$ cat src/rtl/internal_framebuffer_pkg.sv
// Shared types and width helpers for the internal framebuffer load/commit paths.
// Used by the loader and the command handler.
package internal_framebuffer_pkg;

    typedef enum logic [1:0] {
        IDLE  = 2'd0,
        RECV  = 2'd1,
        DRAIN = 2'd2
    } state_t;

    function automatic int mem_addr_width(input int fb_lg, input int ppb);
        return fb_lg - $clog2(ppb);
    endfunction

    function automatic int mask_width(input int ppb, input int nsub);
        return ppb * nsub;
    endfunction

    function automatic int bytes_per_pixel(input int nsub, input int spw);
        return (nsub * spw) / 8;
    endfunction

endpackage

$ cat src/rtl/internal_framebuffer_loader.sv
// Loads framebuffer content from external memory into the internal RAM:
// one read request, then stream beats written sequentially to the RAM port.
module internal_framebuffer_loader
    import internal_framebuffer_pkg::*;
#(
    parameter int NUMBER_OF_PIXELS_PER_BEAT    = 2,
    parameter int NUMBER_OF_SUB_PIXELS         = 4,
    parameter int SUB_PIXEL_WIDTH              = 8,
    parameter int FRAMEBUFFER_SIZE_IN_PIXEL_LG = 18,
    parameter int FB_SIZE_IN_PIXEL_LG          = 20,
    parameter int ADDR_WIDTH                   = 32,
    localparam int PIXEL_WIDTH    = NUMBER_OF_SUB_PIXELS * SUB_PIXEL_WIDTH,
    localparam int STREAM_WIDTH   = NUMBER_OF_PIXELS_PER_BEAT * PIXEL_WIDTH,
    localparam int MASK_WIDTH     = mask_width(NUMBER_OF_PIXELS_PER_BEAT,
                                               NUMBER_OF_SUB_PIXELS),
    localparam int MEM_ADDR_WIDTH = mem_addr_width(FRAMEBUFFER_SIZE_IN_PIXEL_LG,
                                                   NUMBER_OF_PIXELS_PER_BEAT)
) (
    input  logic                            aclk,
    input  logic                            resetn,
    input  logic [NUMBER_OF_SUB_PIXELS-1:0] confMask,
    input  logic                            apply,
    output logic                            applied,
    input  logic [FB_SIZE_IN_PIXEL_LG-1:0]  cmdSize,
    input  logic [ADDR_WIDTH-1:0]           cmdAddr,
    output logic                            m_avalid,
    output logic [ADDR_WIDTH-1:0]           m_aaddr,
    output logic [ADDR_WIDTH-1:0]           m_abytes,
    input  logic                            m_aready,
    input  logic                            s_axis_tvalid,
    output logic                            s_axis_tready,
    input  logic                            s_axis_tlast,
    input  logic [STREAM_WIDTH-1:0]         s_axis_tdata,
    input  logic [MASK_WIDTH-1:0]           s_axis_tstrb,
    output logic                            writeEnablePort,
    output logic [MEM_ADDR_WIDTH-1:0]       writeAddrPort,
    output logic [STREAM_WIDTH-1:0]         writeDataPort,
    output logic [MASK_WIDTH-1:0]           writeMaskPort
);

    localparam int PPB_LG = $clog2(NUMBER_OF_PIXELS_PER_BEAT);
    localparam int BPP    = bytes_per_pixel(NUMBER_OF_SUB_PIXELS,
                                            SUB_PIXEL_WIDTH);

    state_t                    r_state;
    state_t                    w_next_state;

    logic                      r_avalid;
    logic [ADDR_WIDTH-1:0]     r_aaddr;
    logic [ADDR_WIDTH-1:0]     r_abytes;

    logic [MEM_ADDR_WIDTH-1:0] r_index;
    logic [MEM_ADDR_WIDTH-1:0] r_size_beats;

    logic                      r_we;
    logic [MEM_ADDR_WIDTH-1:0] r_waddr;
    logic [STREAM_WIDTH-1:0]   r_wdata;
    logic [MASK_WIDTH-1:0]     r_wmask;

    logic [MEM_ADDR_WIDTH-1:0] w_size_beats;
    logic [ADDR_WIDTH-1:0]     w_bytes;
    logic                      w_start;
    logic                      w_tready;
    logic                      w_hs;
    logic                      w_wr_hs;
    logic                      w_last_count;

    assign w_size_beats = MEM_ADDR_WIDTH'(cmdSize >> PPB_LG);
    assign w_bytes      = ADDR_WIDTH'(cmdSize) * ADDR_WIDTH'(BPP);

    assign w_start = (r_state == IDLE) && apply && !r_avalid
                     && (w_size_beats != '0);

    assign w_hs         = s_axis_tvalid && w_tready;
    assign w_wr_hs      = w_hs && (r_state == RECV);
    assign w_last_count = (r_index + 1'b1) == r_size_beats;

    always_ff @(posedge aclk) begin
        if (!resetn) begin
            r_state <= IDLE;
        end else begin
            r_state <= w_next_state;
        end
    end

    always_comb begin
        w_next_state = r_state;
        w_tready     = 1'b0;
        unique case (r_state)
            IDLE: begin
                if (w_start) begin
                    w_next_state = RECV;
                end
            end
            RECV: begin
                w_tready = 1'b1;
                // A short stream (early tlast) ends the load as well.
                if (w_hs) begin
                    if (s_axis_tlast) begin
                        w_next_state = IDLE;
                    end else if (w_last_count) begin
                        w_next_state = DRAIN;
                    end
                end
            end
            DRAIN: begin
                w_tready = 1'b1;
                if (w_hs && s_axis_tlast) begin
                    w_next_state = IDLE;
                end
            end
            default: begin
                w_next_state = IDLE;
            end
        endcase
    end

    // The request can still be pending while beats are already arriving.
    always_ff @(posedge aclk) begin
        if (!resetn) begin
            r_avalid <= 1'b0;
        end else if (r_avalid && m_aready) begin
            r_avalid <= 1'b0;
        end else if (w_start) begin
            r_avalid <= 1'b1;
        end
    end

    always_ff @(posedge aclk) begin
        if (w_start) begin
            r_aaddr  <= cmdAddr;
            r_abytes <= w_bytes;
        end
    end

    always_ff @(posedge aclk) begin
        if (!resetn) begin
            r_we    <= 1'b0;
            r_index <= '0;
        end else begin
            r_we <= w_wr_hs;
            if (r_state == IDLE) begin
                r_index <= '0;
            end else if (w_wr_hs) begin
                r_index <= r_index + 1'b1;
            end
        end
    end

    always_ff @(posedge aclk) begin
        if (r_state == IDLE) begin
            r_size_beats <= w_size_beats;
        end
        if (w_wr_hs) begin
            r_waddr <= r_index;
            r_wdata <= s_axis_tdata;
            r_wmask <= s_axis_tstrb
                       & {NUMBER_OF_PIXELS_PER_BEAT{confMask}};
        end
    end

    assign applied         = (r_state == IDLE) && !r_avalid;
    assign m_avalid        = r_avalid;
    assign m_aaddr         = r_aaddr;
    assign m_abytes        = r_abytes;
    assign s_axis_tready   = w_tready;
    assign writeEnablePort = r_we;
    assign writeAddrPort   = r_waddr;
    assign writeDataPort   = r_wdata;
    assign writeMaskPort   = r_wmask;

endmodule

$ cat config.mk
export PLATFORM = sky130hd
export DESIGN_NAME = internal_framebuffer_loader
export DESIGN_NICKNAME = d
export VERILOG_FILES = /design/src/rtl/internal_framebuffer_pkg.sv /design/src/rtl/internal_framebuffer_loader.sv
export SDC_FILE = /design/constraint.sdc
export NUM_CORES = 1
export LEC_CHECK = 0
export CORE_MARGIN = 5
export CORE_UTILIZATION = 25
export CTS_BUF_LIST = sky130_fd_sc_hd__clkbuf_4 sky130_fd_sc_hd__clkbuf_8
export DETAILED_ROUTE_END_ITERATION = 8
export GPL_TIMING_DRIVEN = 1
export PLACE_DENSITY = 0.62
export SYNTH_ARGS = -nofsm -noshare
export SYNTH_HDL_FRONTEND = slang
export SYNTH_SLANG_ARGS = --single-unit
$ cat constraint.sdc
create_clock -name aclk -period 3.3 [get_ports aclk]
set_input_delay 0.66 -clock aclk [delete_from_list [all_inputs] [get_ports aclk]]
set_output_delay 0.66 -clock aclk [all_outputs]
set_load 0.02 [all_outputs]
==> out/results.ini, run 1 <==
[synth]
ys_ff_latch = 179
syn_inst = 360
ys_seq_area_frac = 0.813
async_reset_ff_frac = 0
synth.cell_area_sq_um = 6350
ys.flop_type = edfxtp_1
yosysWarnings = 0
synth_edf_count = 158
synth_cell_types = 42
avgSynthCellArea_sq_um = 17.6

[timing]
finalCriticalPeriod_ps = 2840
rsz0062_at_grt = no
min_period_over_period = 0.859
relSlewSlack = 0.526
finalHoldViolations = 0
worstMarginPinSlew_ps = 711
fmax_ghz = 0.353
setup_tns_ps = 0
worst_hold_slack_ps = 516
setup_viol = 0
clock-skew-final_ps = 17.3
slew_viol_final = 0

[detailed_routing]
avgViaCountPerCell = 4.12
routed_wl_mm = 18.4
firstDrtPassIters = 4
drtIter0Drc = 145
wl_per_cell_um = 18.4
vias = 4125
drtAntennaViolNets = 0
post-route-drc-count = 0

[critical_path]
cp_data_required_time_ps = 3630
slowest_stage = or4_4
ff2ff_path_depth = 8
cp.depth = 8
critPathKind = flip-flop to flip-flop
cp-start-kind = flip-flop
crit_fanout = 8
crit_buf_inv = 0
critical-path-max-stage-delay_ps = 600
cp.arrival_ps = 3160
rrSetupSlack_ps = 460
end_kind = flip-flop
reg2reg_from = r_index[0]$_SDFFE_PP0P_
critical-path-top-delay-family = simple AND/OR/NAND/NOR gates
path_cells = ha_1, nand3_4, or4_4, or4b_4, o211ai_2, a21oi_2, o41a_1, mux2i_1
r2r-end = r_state[0]$_SDFFE_PN0P_

[grt]
grt-busiest-layer = met2
gr-usage-met2 = 0.206
met3_usage = 0.0648
grt_pass1_vias = 4152
use_met1 = 0.148
grt_remaining_overflow = 0
grt_antenna_before_repair = 0
grt_max_degree = 87
grt_use_total = 0.126
grt_first_pass_wirelength_mm = 26.8

[clock_tree]
clk_path_buf_depth = 2
clk_latency_ps = 440
cts_root_buffer = clkbuf_8
cts.sinks = 179
cts_made_buffers = 17
post-cts-setup-buffer-count = 0
clk_pin_slew_ps = 90
postCtsHoldBufs = 0
cts_tree = yes
htree_num_levels = 4
cts_resized = 0

[finish]
antenna_cells = 0
layout_common_cells = clkdlybuf4s50_1, edfxtp_1, xnor2_1
final_common_cell = clkdlybuf4s50_1
post-route-cell-area_sq_um = 9990
final-seq-area_sq_um = 5160
nets = 796
multiInputGateArea_sq_um = 1090
final_cells = 1001
areaGrowthSynthToFinish_pct = 57.3
layout-drive-gt1-share = 0.0715
fillers = 2411

[min_path]
min_to = r_state[0]$_SDFFE_PN0P_
hold_depth = 2
min_from = r_state[0]$_SDFFE_PN0P_
hp-class = flip-flop to flip-flop

[placement]
dp_cells = 969
dp_hpwl_mm = 14.2
port_buffers = 278
placed_cell_area_sq_um = 9570
gp_congestion = 0.796

[die]
fp.dieW_um = 169
die-area_sq_um = 28700
fp-row-count = 58
start_util = 0.253
core-area_sq_um = 25100
die_h_um = 169
boundaryPins = 291

[power_and_ir_drop]
ir_worst_vdd_mv = 0.252
netSwitchingFraction = 0.287
power.internal_mw = 4.34
power_leakage_nw = 3.31
p_clk_frac = 0.267
pwr-share-comb = 0.242
p_switching_mw = 1.74
p_seq_frac = 0.492
power_density_nw_per_um2 = 609

[run_status]
outcome = finished clean

[flow_run]
maxCapViolCount = 0

worst max-delay path by stage:
stage                             from                      end  slack (ps)
5_1_grt        r_index[0]$_SDFFE_PP0P_  r_state[0]$_SDFFE_PN0P_         340
2_1_floorplan            s_axis_tvalid  r_index[2]$_SDFFE_PP0P_          50
6_report       r_index[0]$_SDFFE_PP0P_  r_state[0]$_SDFFE_PN0P_         460
4_1_cts        r_index[0]$_SDFFE_PP0P_  r_state[0]$_SDFFE_PN0P_         470
3_3_place_gp                cmdSize[2]  r_state[0]$_SDFFE_PN0P_         330
3_5_place_dp                cmdSize[2]  r_state[0]$_SDFFE_PN0P_         260
Yosys cell counts, types with 2 or more instances:
cell type    n  share of area
edfxtp_1   158           0.75
xnor2_1     28          0.039
dfxtp_1     21          0.066
nor2_1      17          0.010
nand2_1     15         0.0089
buf_4       12          0.014
a21oi_1     11         0.0087
and2_1       8         0.0079
nand3_1      8         0.0063
xor2_1       8          0.011
o21ai_0      7         0.0055
or3_1        7         0.0069
nor4_1       6         0.0059
and3_1       5         0.0049
inv_1        5         0.0030
nand4_1      5         0.0049
clkbuf_1     4         0.0024
ha_1         4         0.0079
nor3_1       4         0.0032
a31oi_1      2         0.0020
nor2b_1      2         0.0020
o31ai_1      2         0.0024
or4_1        2         0.0024
registers in the layout, indices dropped and copies added, names as in the netlist:
register         cells
writeAddrPort       17
r_size_beats        17
writeDataPort       64
r_index             17
writeMaskPort        8
m_avalid             1
writeEnablePort      1
r_state              2
m_aaddr             32
m_abytes            20
tightest hold or removal path, cell delays in order (launching register included):
cell and delay, ps:
dfxtp_1 340, nand2_1 60, mux2i_1 60
per-stage QoR:
stage | util | worst slack [ps] | total power, mW
after global placement | 0.381 | 330 | 4.54
after detailed placement | 0.381 | 256 | 4.55
after CTS | 0.398 | 475 | 6.21
final | 0.398 | 465 | 6.08
after floorplan | - | 51.9 | 3.71
after global routing | 0.398 | 341 | 6.38
routing by layer:
metal,wire length (um),vias to the layer above,part of all wire
met2,8540,239,0.46
li1,-,1925,-
met4,132,0,0.0072
met5,0,-,0
met3,2330,6,0.13
met1,7370,1955,0.40
cell type report:
class                      instances  area share
clock buffer                      19      0.0249
timing repair buffer             286       0.288
multi-input combinational        169       0.109
inverter                           5     0.00200
clock inverter                    13      0.0175
tap                              330      0.0413
sequential                       179       0.517
power groups by stage:
| stage | clock network [mW] | registers [mW] | logic [mW] |
|---|---|---|---|
| after floorplan | 0 | 3.36 | 0.354 |
| after global placement | 0 | 3.05 | 1.50 |
| after detailed placement | 0 | 3.05 | 1.50 |
| after CTS | 1.71 | 3.00 | 1.50 |
| after global routing | 1.79 | 3.03 | 1.56 |
| final | 1.62 | 2.99 | 1.47 |
cells by family (layout without fill, tap and decap cells):
family | Yosys count | count (layout) | share of synthesized area
AOI/OAI and AO/OA | 29 | 29 | 0.0288
buffers and inverters | 23 | 323 | 0.0221
adders and majority gates | 4 | 4 | 0.00788
and+or+nand+nor | 87 | 87 | 0.0762
other | 1 | 12 | 0.000590
muxes | 1 | 1 | 0.00158
DFF | 179 | 179 | 0.813
xor gates and xnor gates | 36 | 36 | 0.0496
Note: power is estimated with default switching activity, not from simulation.
==> run 2: changes to the inputs <==
- PLACE_DENSITY: 0.62 -> 0.59
- SKIP_CTS_REPAIR_TIMING: default -> 1
==> run 2 against run 1 <==
Compared with the run above:
- global-route usage fell by 0.14 points
- wire length decreased by 0.58%
- register-to-register slack better by 30 ps
- total power decreased by 0.59%
- core utilization is 0.14 points higher
- sequential share of layout area fell by 0.18 points
- critical path depth unchanged
==> out/results.ini, run 2 (synthesis gave the netlist of run 1 again) <==
[run_status]
outcome = finished clean  ; unchanged

[clock_tree]
clk_path_buf_depth = 2  ; unchanged
cts_made_buffers = 17  ; unchanged
clk_latency_ps = 460  ; was 440 ps
cts_root_buffer = clkbuf_8  ; unchanged
cts_tree = yes  ; unchanged
clk_pin_slew_ps = 110  ; was 90 ps
htree_num_levels = 4  ; unchanged
cts.sinks = 179  ; unchanged

[min_path]
hold_depth = 2  ; unchanged
hp-class = flip-flop to flip-flop  ; unchanged
min_from = r_state[0]$_SDFFE_PN0P_  ; unchanged
min_to = r_state[0]$_SDFFE_PN0P_  ; unchanged

[die]
die-area_sq_um = 28700  ; unchanged
core-area_sq_um = 25100  ; unchanged
fp.dieW_um = 169  ; unchanged
start_util = 0.253  ; unchanged
boundaryPins = 291  ; unchanged
die_h_um = 169  ; unchanged
fp-row-count = 58  ; unchanged

[critical_path]
critPathKind = flip-flop to flip-flop  ; unchanged
reg2reg_from = r_index[0]$_SDFFE_PP0P_  ; unchanged
r2r-end = r_state[0]$_SDFFE_PN0P_  ; unchanged
cp-start-kind = flip-flop  ; unchanged
slowest_stage = or4_4  ; unchanged
cp_data_required_time_ps = 3650  ; was 3630 ps
path_cells = ha_1, nand3_4, or4_4, or4b_4, o211ai_2, a21oi_2, o41a_1, mux2i_1  ; unchanged
crit_buf_inv = 0  ; unchanged
critical-path-max-stage-delay_ps = 600  ; about the same
critical-path-top-delay-family = simple AND/OR/NAND/NOR gates  ; unchanged
cp.arrival_ps = 3160  ; about the same
rrSetupSlack_ps = 490  ; was 460 ps
end_kind = flip-flop  ; unchanged
ff2ff_path_depth = 8  ; unchanged
crit_fanout = 8  ; unchanged

[placement]
dp_cells = 972  ; was 969
port_buffers = 278  ; unchanged
placed_cell_area_sq_um = 9600  ; was 9570 sq um
dpl_worst_slack_ps = 311  ; was 256 ps
gp_congestion = 0.775  ; was 0.796
dp_hpwl_mm = 14.2  ; about the same

[detailed_routing]
post-route-drc-count = 0  ; unchanged
firstDrtPassIters = 4  ; unchanged
vias = 4134  ; was 4125
drtIter0Drc = 220  ; was 145
wl_per_cell_um = 18.2  ; was 18.4 um
routed_wl_mm = 18.3  ; was 18.4 mm
avgViaCountPerCell = 4.12  ; about the same
drtAntennaViolNets = 0  ; unchanged

[timing]
setup_tns_ps = 0  ; unchanged
setup_viol = 0  ; unchanged
rsz0062_at_grt = no  ; unchanged
min_period_over_period = 0.850  ; was 0.859
worst_hold_slack_ps = 500  ; was 516 ps
clock-skew-final_ps = 25.8  ; was 17.3 ps
setup_slack_ps = 494  ; was 465 ps
worstMarginPinSlew_ps = 704  ; was 711 ps
finalCriticalPeriod_ps = 2810  ; was 2840 ps
relSlewSlack = 0.531  ; was 0.526
slew_viol_final = 0  ; unchanged
fmax_ghz = 0.356  ; was 0.353 GHz
finalHoldViolations = 0  ; unchanged

[finish]
areaGrowthSynthToFinish_pct = 57.9  ; was 57.3%
multiInputGateArea_sq_um = 1090  ; unchanged
layout_common_cells = clkdlybuf4s50_1, edfxtp_1, xnor2_1  ; unchanged
nets = 799  ; was 796
post-route-cell-area_sq_um = 10000  ; was 9990 sq um
largest_reg_flops = 64  ; unchanged
final_common_cell = clkdlybuf4s50_1  ; unchanged
postLayoutCoreUtil = 0.399  ; was 0.398
final-seq-area_sq_um = 5160  ; unchanged
layout-drive-gt1-share = 0.0772  ; was 0.0715
antenna_cells = 0  ; unchanged
fillers = 2399  ; was 2411
final_cells = 1004  ; was 1001

[power_and_ir_drop]
power_density_nw_per_um2 = 603  ; was 609 nW/um^2
netSwitchingFraction = 0.303  ; was 0.287
finalPower_mw = 6.05  ; was 6.08 mW
p_clk_frac = 0.260  ; was 0.267
power_leakage_nw = 3.33  ; was 3.31 nW
ir_worst_vdd_mv = 0.276  ; was 0.252 mV
p_seq_frac = 0.494  ; was 0.492
power.internal_mw = 4.22  ; was 4.34 mW
p_switching_mw = 1.83  ; was 1.74 mW
pwr-share-comb = 0.246  ; was 0.242

[grt]
grt_antenna_before_repair = 0  ; unchanged
grt_pass1_vias = 4263  ; was 4152
grt_remaining_overflow = 0  ; unchanged
grt_first_pass_wirelength_mm = 26.5  ; was 26.8 mm
grt_use_total = 0.124  ; was 0.126
grt_max_degree = 42  ; was 87

[flow_run]
maxCapViolCount = 0  ; unchanged

[run 2: power groups by stage]
stage / clock, mW / combinational, mW / sequential [mW]
after floorplan: 0 / 0.354 / 3.36
after global placement: 0 / 1.51 / 3.04
after detailed placement: 0 / 1.51 / 3.05
after CTS: 1.65 / 1.52 / 2.99
after global routing: 1.74 / 1.58 / 3.02
final: 1.57 / 1.49 / 2.98
[run 2: worst max path at each step]
stage	from	end	slack, ps	cells past startpoint
final	r_index[0]$_SDFFE_PP0P_	r_state[0]$_SDFFE_PN0P_	490	8
after global routing	r_index[0]$_SDFFE_PP0P_	r_state[0]$_SDFFE_PN0P_	380	8
after CTS	r_index[0]$_SDFFE_PP0P_	r_state[0]$_SDFFE_PN0P_	490	8
after detailed placement	cmdSize[1]	r_state[0]$_SDFFE_PN0P_	310	9
after global placement	cmdSize[1]	r_state[0]$_SDFFE_PN0P_	410	9
after floorplan	s_axis_tvalid	r_index[2]$_SDFFE_PP0P_	50	6
[run 2: layout make-up]
| cell class | instances | area share |
|---|---|---|
| Sequential cell | 179 | 0.515 |
| Clock inverter | 15 | 0.0190 |
| Tap cell | 330 | 0.0412 |
| Inverter | 5 | 0.00200 |
| Multi-Input combinational cell | 169 | 0.109 |
| Timing Repair Buffer | 289 | 0.291 |
| Clock buffer | 17 | 0.0233 |
[run 2: tightest hold or removal path, stage by stage (launching register included)]
cell and delay (ps):
dfxtp_1 340, nand2_1 60, mux2i_1 60
[run 2: routing by layer]
metal | routed length (um) | vias up | track usage | share of wire
met3 | 2610 | 13 | 0.0636 | 0.14
met1 | 7340 | 1933 | 0.150 | 0.40
met5 | 0 | - | 0 | 0
met2 | 8120 | 255 | 0.196 | 0.44
met4 | 199 | 0 | 0.0350 | 0.011
li1 | - | 1933 | - | -
==> run 3: changes to the inputs <==
- SLEW_MARGIN: default -> 10
==> results of run 3 <==
Same layout as run 2: the final DEF is identical, and so are final timing and power.
